==> config.mk <==
export PLATFORM = sky130hd
export DESIGN_NAME = cpu_input_arbiter_flat
export DESIGN_NICKNAME = d
export VERILOG_FILES = /design/src/rtl/cpu_input_arbiter_if.sv /design/src/rtl/cpu_input_arbiter.sv /design/src/flat_wrapper.sv
export SDC_FILE = /design/constraint.sdc
export NUM_CORES = 1
export LEC_CHECK = 0
export CAP_MARGIN = 40
export CELL_PAD_IN_SITES_DETAIL_PLACEMENT = 2
export CELL_PAD_IN_SITES_GLOBAL_PLACEMENT = 2
export CORE_ASPECT_RATIO = 0.8
export CORE_UTILIZATION = 19
export CTS_CLUSTER_DIAMETER = 50
export CTS_CLUSTER_SIZE = 8
export DETAILED_ROUTE_END_ITERATION = 12
export GPL_TIMING_DRIVEN = 0
export PLACE_DENSITY_LB_ADDON = 0.15
export SLEW_MARGIN = 30
export SYNTH_ARGS = -nofsm -noshare
export SYNTH_HDL_FRONTEND = slang
export SYNTH_SLANG_ARGS = --single-unit
==> constraint.sdc <==
create_clock -name CLK -period 1.5 [get_ports CLK]
set_clock_uncertainty 0.05 [all_clocks]
set_input_delay 0.225 -clock CLK [delete_from_list [all_inputs] [get_ports CLK]]
set_output_delay 0.225 -clock CLK [all_outputs]
set_load 0.01 [all_outputs]
==> src/rtl/cpu_input_arbiter_if.sv <==
// Handshake/bus bundle between the I/O requesters, cpu_input_arbiter and the CPU input port.
interface cpu_input_arbiter_if #(
  parameter int NUM_REQ = 4
) ();
  logic [NUM_REQ-1:0]    req_valid;
  logic [16*NUM_REQ-1:0] req_data;
  logic [NUM_REQ-1:0]    req_ready;
  logic                  cpu_in_ack;
  logic signed [15:0]    inputWire;
  logic [2:0]            grant_id;
  logic                  busy;
  logic [15:0]           xfer_count;
  logic                  timeout_err;

  modport master (
    output req_valid, req_data, cpu_in_ack,
    input  req_ready, inputWire, grant_id, busy, xfer_count, timeout_err
  );

  modport slave (
    input  req_valid, req_data, cpu_in_ack,
    output req_ready, inputWire, grant_id, busy, xfer_count, timeout_err
  );
endinterface

==> src/rtl/cpu_input_arbiter.sv <==
// Round-robin arbiter sharing the CPU's 16-bit input port among NUM_REQ requesters.
// Define CPU_ARB_TIMEOUT_EN to enable the HOLD watchdog (TIMEOUT_CYCLES) and timeout_err.
module cpu_input_arbiter #(
  parameter int NUM_REQ        = 4,
  parameter int TIMEOUT_CYCLES = 1024
) (
  input logic                CLK,
  input logic                reset,
  cpu_input_arbiter_if.slave bus
);

  typedef enum logic {IDLE, HOLD} state_t;

  if (NUM_REQ < 2 || NUM_REQ > 8 || TIMEOUT_CYCLES < 2) begin : g_bad_cfg
    $error("cpu_input_arbiter: NUM_REQ must be 2..8 and TIMEOUT_CYCLES >= 2");
  end

  state_t             r_state;
  logic signed [15:0] r_data;
  logic [2:0]         r_grant;
  logic [2:0]         r_last;
  logic [15:0]        r_count;

  logic               w_found;
  logic [2:0]         w_win;
  logic signed [15:0] w_word;
  logic [NUM_REQ-1:0] w_ready;

  // Two passes give the wrap-around search: indices above last first, then from 0 up to last.
  always_comb begin
    w_found = 1'b0;
    w_win   = '0;
    for (int unsigned i = 0; i < NUM_REQ; i++) begin
      if (!w_found && bus.req_valid[i] && (i > 32'(r_last))) begin
        w_found = 1'b1;
        w_win   = i[2:0];
      end
    end
    for (int unsigned i = 0; i < NUM_REQ; i++) begin
      if (!w_found && bus.req_valid[i] && (i <= 32'(r_last))) begin
        w_found = 1'b1;
        w_win   = i[2:0];
      end
    end
  end

  always_comb begin
    w_word = '0;
    for (int unsigned i = 0; i < NUM_REQ; i++) begin
      if (i == 32'(w_win)) begin
        w_word = bus.req_data[16*i +: 16];
      end
    end
  end

  always_comb begin
    w_ready = '0;
    if (!reset && (r_state == IDLE) && w_found) begin
      w_ready = {{(NUM_REQ-1){1'b0}}, 1'b1} << w_win;
    end
  end

`ifdef CPU_ARB_TIMEOUT_EN
  localparam int WD_W = $clog2(TIMEOUT_CYCLES + 1);

  logic [WD_W-1:0] r_wdog;
  logic            r_terr;
`endif

  always_ff @(posedge CLK) begin
    if (reset) begin
      r_state <= IDLE;
      r_data  <= '0;
      r_grant <= '0;
      r_last  <= 3'(NUM_REQ - 1);
      r_count <= '0;
`ifdef CPU_ARB_TIMEOUT_EN
      r_wdog  <= '0;
      r_terr  <= 1'b0;
`endif
    end else begin
      case (r_state)
        IDLE: begin
          if (w_found) begin
            r_data  <= w_word;
            r_grant <= w_win;
            r_last  <= w_win;
            r_state <= HOLD;
`ifdef CPU_ARB_TIMEOUT_EN
            r_wdog  <= '0;
`endif
          end
        end
        HOLD: begin
          // An ack wins over a watchdog expiry on the same edge.
          if (bus.cpu_in_ack) begin
            r_state <= IDLE;
            r_count <= r_count + 16'd1;
          end
`ifdef CPU_ARB_TIMEOUT_EN
          else if (r_wdog == WD_W'(TIMEOUT_CYCLES - 1)) begin
            r_state <= IDLE;
            r_terr  <= 1'b1;
          end else begin
            r_wdog <= r_wdog + WD_W'(1);
          end
`endif
        end
        default: r_state <= IDLE;
      endcase
    end
  end

  assign bus.req_ready  = w_ready;
  assign bus.inputWire  = r_data;
  assign bus.grant_id   = r_grant;
  assign bus.busy       = (r_state == HOLD);
  assign bus.xfer_count = r_count;
`ifdef CPU_ARB_TIMEOUT_EN
  assign bus.timeout_err = r_terr;
`else
  assign bus.timeout_err = 1'b0;
`endif

endmodule

==> src/flat_wrapper.sv <==
// flat-port wrapper written by rule: the top's interface ports become plain ports
module cpu_input_arbiter_flat 
#(
  parameter int NUM_REQ        = 4,
  parameter int TIMEOUT_CYCLES = 1024
)
  (CLK, reset, bus_req_valid, bus_req_data, bus_cpu_in_ack, bus_req_ready, bus_inputWire, bus_grant_id, bus_busy, bus_xfer_count, bus_timeout_err);
  cpu_input_arbiter_if #(.NUM_REQ(NUM_REQ)) bus_i ();
  input logic CLK;
  input logic reset;
  input wire logic [$bits(bus_i.req_valid)-1:0] bus_req_valid;
  input wire logic [$bits(bus_i.req_data)-1:0] bus_req_data;
  input wire logic [$bits(bus_i.cpu_in_ack)-1:0] bus_cpu_in_ack;
  output wire logic [$bits(bus_i.req_ready)-1:0] bus_req_ready;
  output wire logic [$bits(bus_i.inputWire)-1:0] bus_inputWire;
  output wire logic [$bits(bus_i.grant_id)-1:0] bus_grant_id;
  output wire logic [$bits(bus_i.busy)-1:0] bus_busy;
  output wire logic [$bits(bus_i.xfer_count)-1:0] bus_xfer_count;
  output wire logic [$bits(bus_i.timeout_err)-1:0] bus_timeout_err;
  assign bus_i.req_valid = bus_req_valid;
  assign bus_i.req_data = bus_req_data;
  assign bus_i.cpu_in_ack = bus_cpu_in_ack;
  assign bus_req_ready = bus_i.req_ready;
  assign bus_inputWire = bus_i.inputWire;
  assign bus_grant_id = bus_i.grant_id;
  assign bus_busy = bus_i.busy;
  assign bus_xfer_count = bus_i.xfer_count;
  assign bus_timeout_err = bus_i.timeout_err;
  cpu_input_arbiter #(.NUM_REQ(NUM_REQ), .TIMEOUT_CYCLES(TIMEOUT_CYCLES)) u_core (.CLK(CLK), .reset(reset), .bus(bus_i));
endmodule
==> reports/results.ini <==
[outcome]
outcome=finished, violations left
failed_checks=negative setup slack

[min_path]
min_path_type=primary input to flip-flop

[run]
maxCapViolations=0

[floorplanning]
io-pin-count=112
rows=35
initial_core_util_pct=19.52
dieArea_um2=12320
die_h_um=99.49
core-area_um2=11560
dieWidth_um=123.9

[routing]
drt_wl_total_um=11380
viasPerCell=4.799
first_pass_iters=4
drc=0
vias=2716
drtIter0Drc=76
antenna_left=0
wl_per_cell_um=20.11

[worst_setup_path]
arrival_ps=1530
critPathLaunchType=flip-flop
end_kind=output port
path_class=flip-flop to output port
required_ps=1220
r2r_setup_slack_ps=-280
cpLargestDelayFamily=flip-flops
path_cells=nand2b_4, a311oi_4, buf_6, nor4b_4, buf_2
critical_path.max_stage_delay_ps=370
critPathBufInv=2
cpMaxStageDelayCell=dfxtp_4
crit_fanout=6

[layout]
design_area_um2=4385
area_delta_synth_final_pct=94.29
stdcell_count=566
layout_common_cells=84 x clkdlybuf4s50_1, 41 x nor2_1, 25 x dfxtp_1, 24 x buf_4
final_util_pct=37.93
layout-drive-gt1-share_pct=30.86
fill_cells=1285
diodes=0
final_nets=489
final_common_cell=clkdlybuf4s50_1

[synthesis]
synth_area_leader_cell=dfxtp_1
syn_area_um2=2257
synth-edff-count=0
ys_async_sr_fraction_pct=0
syn_inst=281
netlist_top_cells_area=dfxtp_1 33%, nor2_1 7.3%, and3b_1 6.2%
ys.flop_type=dfxtp_1
yosys.area.top_type_share_pct=32.82
syn_avg_cell_area_um2=8.033
yosysWarnings=0
synth_cell_types=47
ys_seq_area_share_pct=32.82
ys_seq_elements=37

[sta]
finalHoldViolCount=0
max_freq_mhz=555.4
tns_ps=-4573
worst_slew_pin_slew_ps=659.5
finalMaxSlewViolations=0
layout_setup_ws_ps=-300.6
min_period_ps=1801
period_share_pct=120.0
rsz0062_at_grt=true
relSlewSlack_pct=56.04
setup_violations=21

[placement]
port-buffer-count=107
place.gp.congestion=0.7409
place_hpwl_um=7833
dp.cells=537
dpl_cell_area_um2=3565

[clock_tree]
cts_tree=done
numCtsBuffers=5
clkLatencyLatePin_ps=280
path_clk_slew_ps=60
htree_levels=2
root_buffer=clkbuf_16
clock_path_buffers=2
clock-sinks=37
hold_buffers=0

[grt]
grt_max_degree=14
grt.total_usage_pct=18.52
grt_pass1_vias=3020
grt_first_pass_wirelength_um=17140
overflow=0
antenna_found_initial=0

[power_and_ir_drop]
p_per_area_nw_per_um2=867.6
p_leak_nw=1.815
ir_drop_mv=0.6659

## worst register-to-register path, cell delays in order (launching register included)
cell      delay (ps)
dfxtp_4          370
nand2b_4         180
a311oi_4         320
buf_6            170
buf_8            120
and3b_1          190
o221ai_2         140
a211oi_1         100
## per-stage QoR
step	setup WS [ps]	total power, W	hold slack (ps)
4_1_cts	-354.5	0.003764	364.2
3_3_place_gp	-1476	0.002072	435.3
2_1_floorplan	-81.52	0.001593	349.2
5_1_grt	-362.0	0.003965	417.5
6_report	-300.6	0.003805	364.4
3_5_place_dp	-1394	0.002096	445.6
## synthesized netlist by cell type (2+ instances only)
cell / count
nor2_1: 44
dfxtp_1: 37
a21oi_1: 17
and3b_1: 16
o221ai_1: 14
o31ai_1: 14
a211oi_1: 13
o21ai_0: 13
clkbuf_1: 12
nor3_1: 10
xor2_1: 10
buf_2: 8
nand2_1: 8
nor4_1: 6
nand4_1: 5
xnor2_1: 5
and2_1: 4
a2111oi_0: 3
buf_4: 3
inv_1: 3
nand3_1: 3
o2bb2ai_1: 3
and3_1: 2
mux2i_1: 2
nor2b_1: 2
o21a_1: 2
or2_2: 2
## kinds of logic after synthesis
group / count (synthesis) / share of synthesized area, %
and+or+nand+nor: 109 / 26.22
AOI/OAI and AO/OA: 86 / 27.22
DFF: 37 / 32.82
buffers and inverters: 30 / 6.319
xor gates and xnor gates: 15 / 5.820
muxes: 2 / 0.8870
adders and majority gates: 1 / 0.5542
other: 1 / 0.1661
## report_power, final
group	leakage (nW)	internal, W	total [W]	switching, W
Clock	0.0944	0.000960	0.00143	0.000472
Sequential	0.310	0.00105	0.00111	0.0000655
Combinational	1.41	0.000663	0.00126	0.000596
Total	1.81	0.00267	0.00380	0.00113
## worst paths after layout
| kind | start | endpoint | depth (start not counted) |
|---|---|---|---|
| min reg2reg | u_core.bus.inputWire[6] | u_core.bus.inputWire[6] | 2 |
| max reg2reg | u_core.r_last[0] | u_core.bus.inputWire[7] | 7 |
| max | u_core.r_last[0] | bus_req_ready[1] | 5 |
| min | bus_req_valid[3] | u_core.bus.busy | 4 |
## flip-flops by register name (all words and copies together) (netlist names)
name                   cells
u_core.bus.busy            1
u_core.bus.grant_id        2
u_core.bus.inputWire      16
u_core.bus.xfer_count     16
u_core.r_last              2
## repair_timing
item | CTS | global route
pin swaps | 23 | 21
buffers inserted | 13 | 10
setup endpoints to repair | 49 | 42
gates resized for setup | 116 | 43
## cell type report
| class | instances | area [µm²] | area share (%) |
|---|---|---|---|
| flip-flops and latches | 37 | 775.7 | 17.69 |
| clock inverters | 3 | 68.82 | 1.569 |
| multi-input cells | 215 | 1783 | 40.66 |
| plain buffers | 24 | 193.9 | 4.422 |
| clock buffers | 5 | 125.1 | 2.853 |
| well taps | 148 | 185.2 | 4.223 |
| inverters | 4 | 17.52 | 0.3994 |
| repair buffers | 130 | 1236 | 28.19 |
## layer usage
| metal | part of all wire, % | vias up | GRT usage (%) | wire length [µm] |
|---|---|---|---|---|
| li1 | - | 1311 | - | - |
| met5 | 0 | - | 0 | 0 |
| met4 | 0.93 | 0 | 3.522 | 106 |
| met1 | 46 | 1338 | 24.32 | 5192 |
| met2 | 49 | 60 | 32.05 | 5618 |
| met3 | 4.1 | 7 | 2.638 | 466 |
No activity file was read; power rests on OpenSTA's default activity.
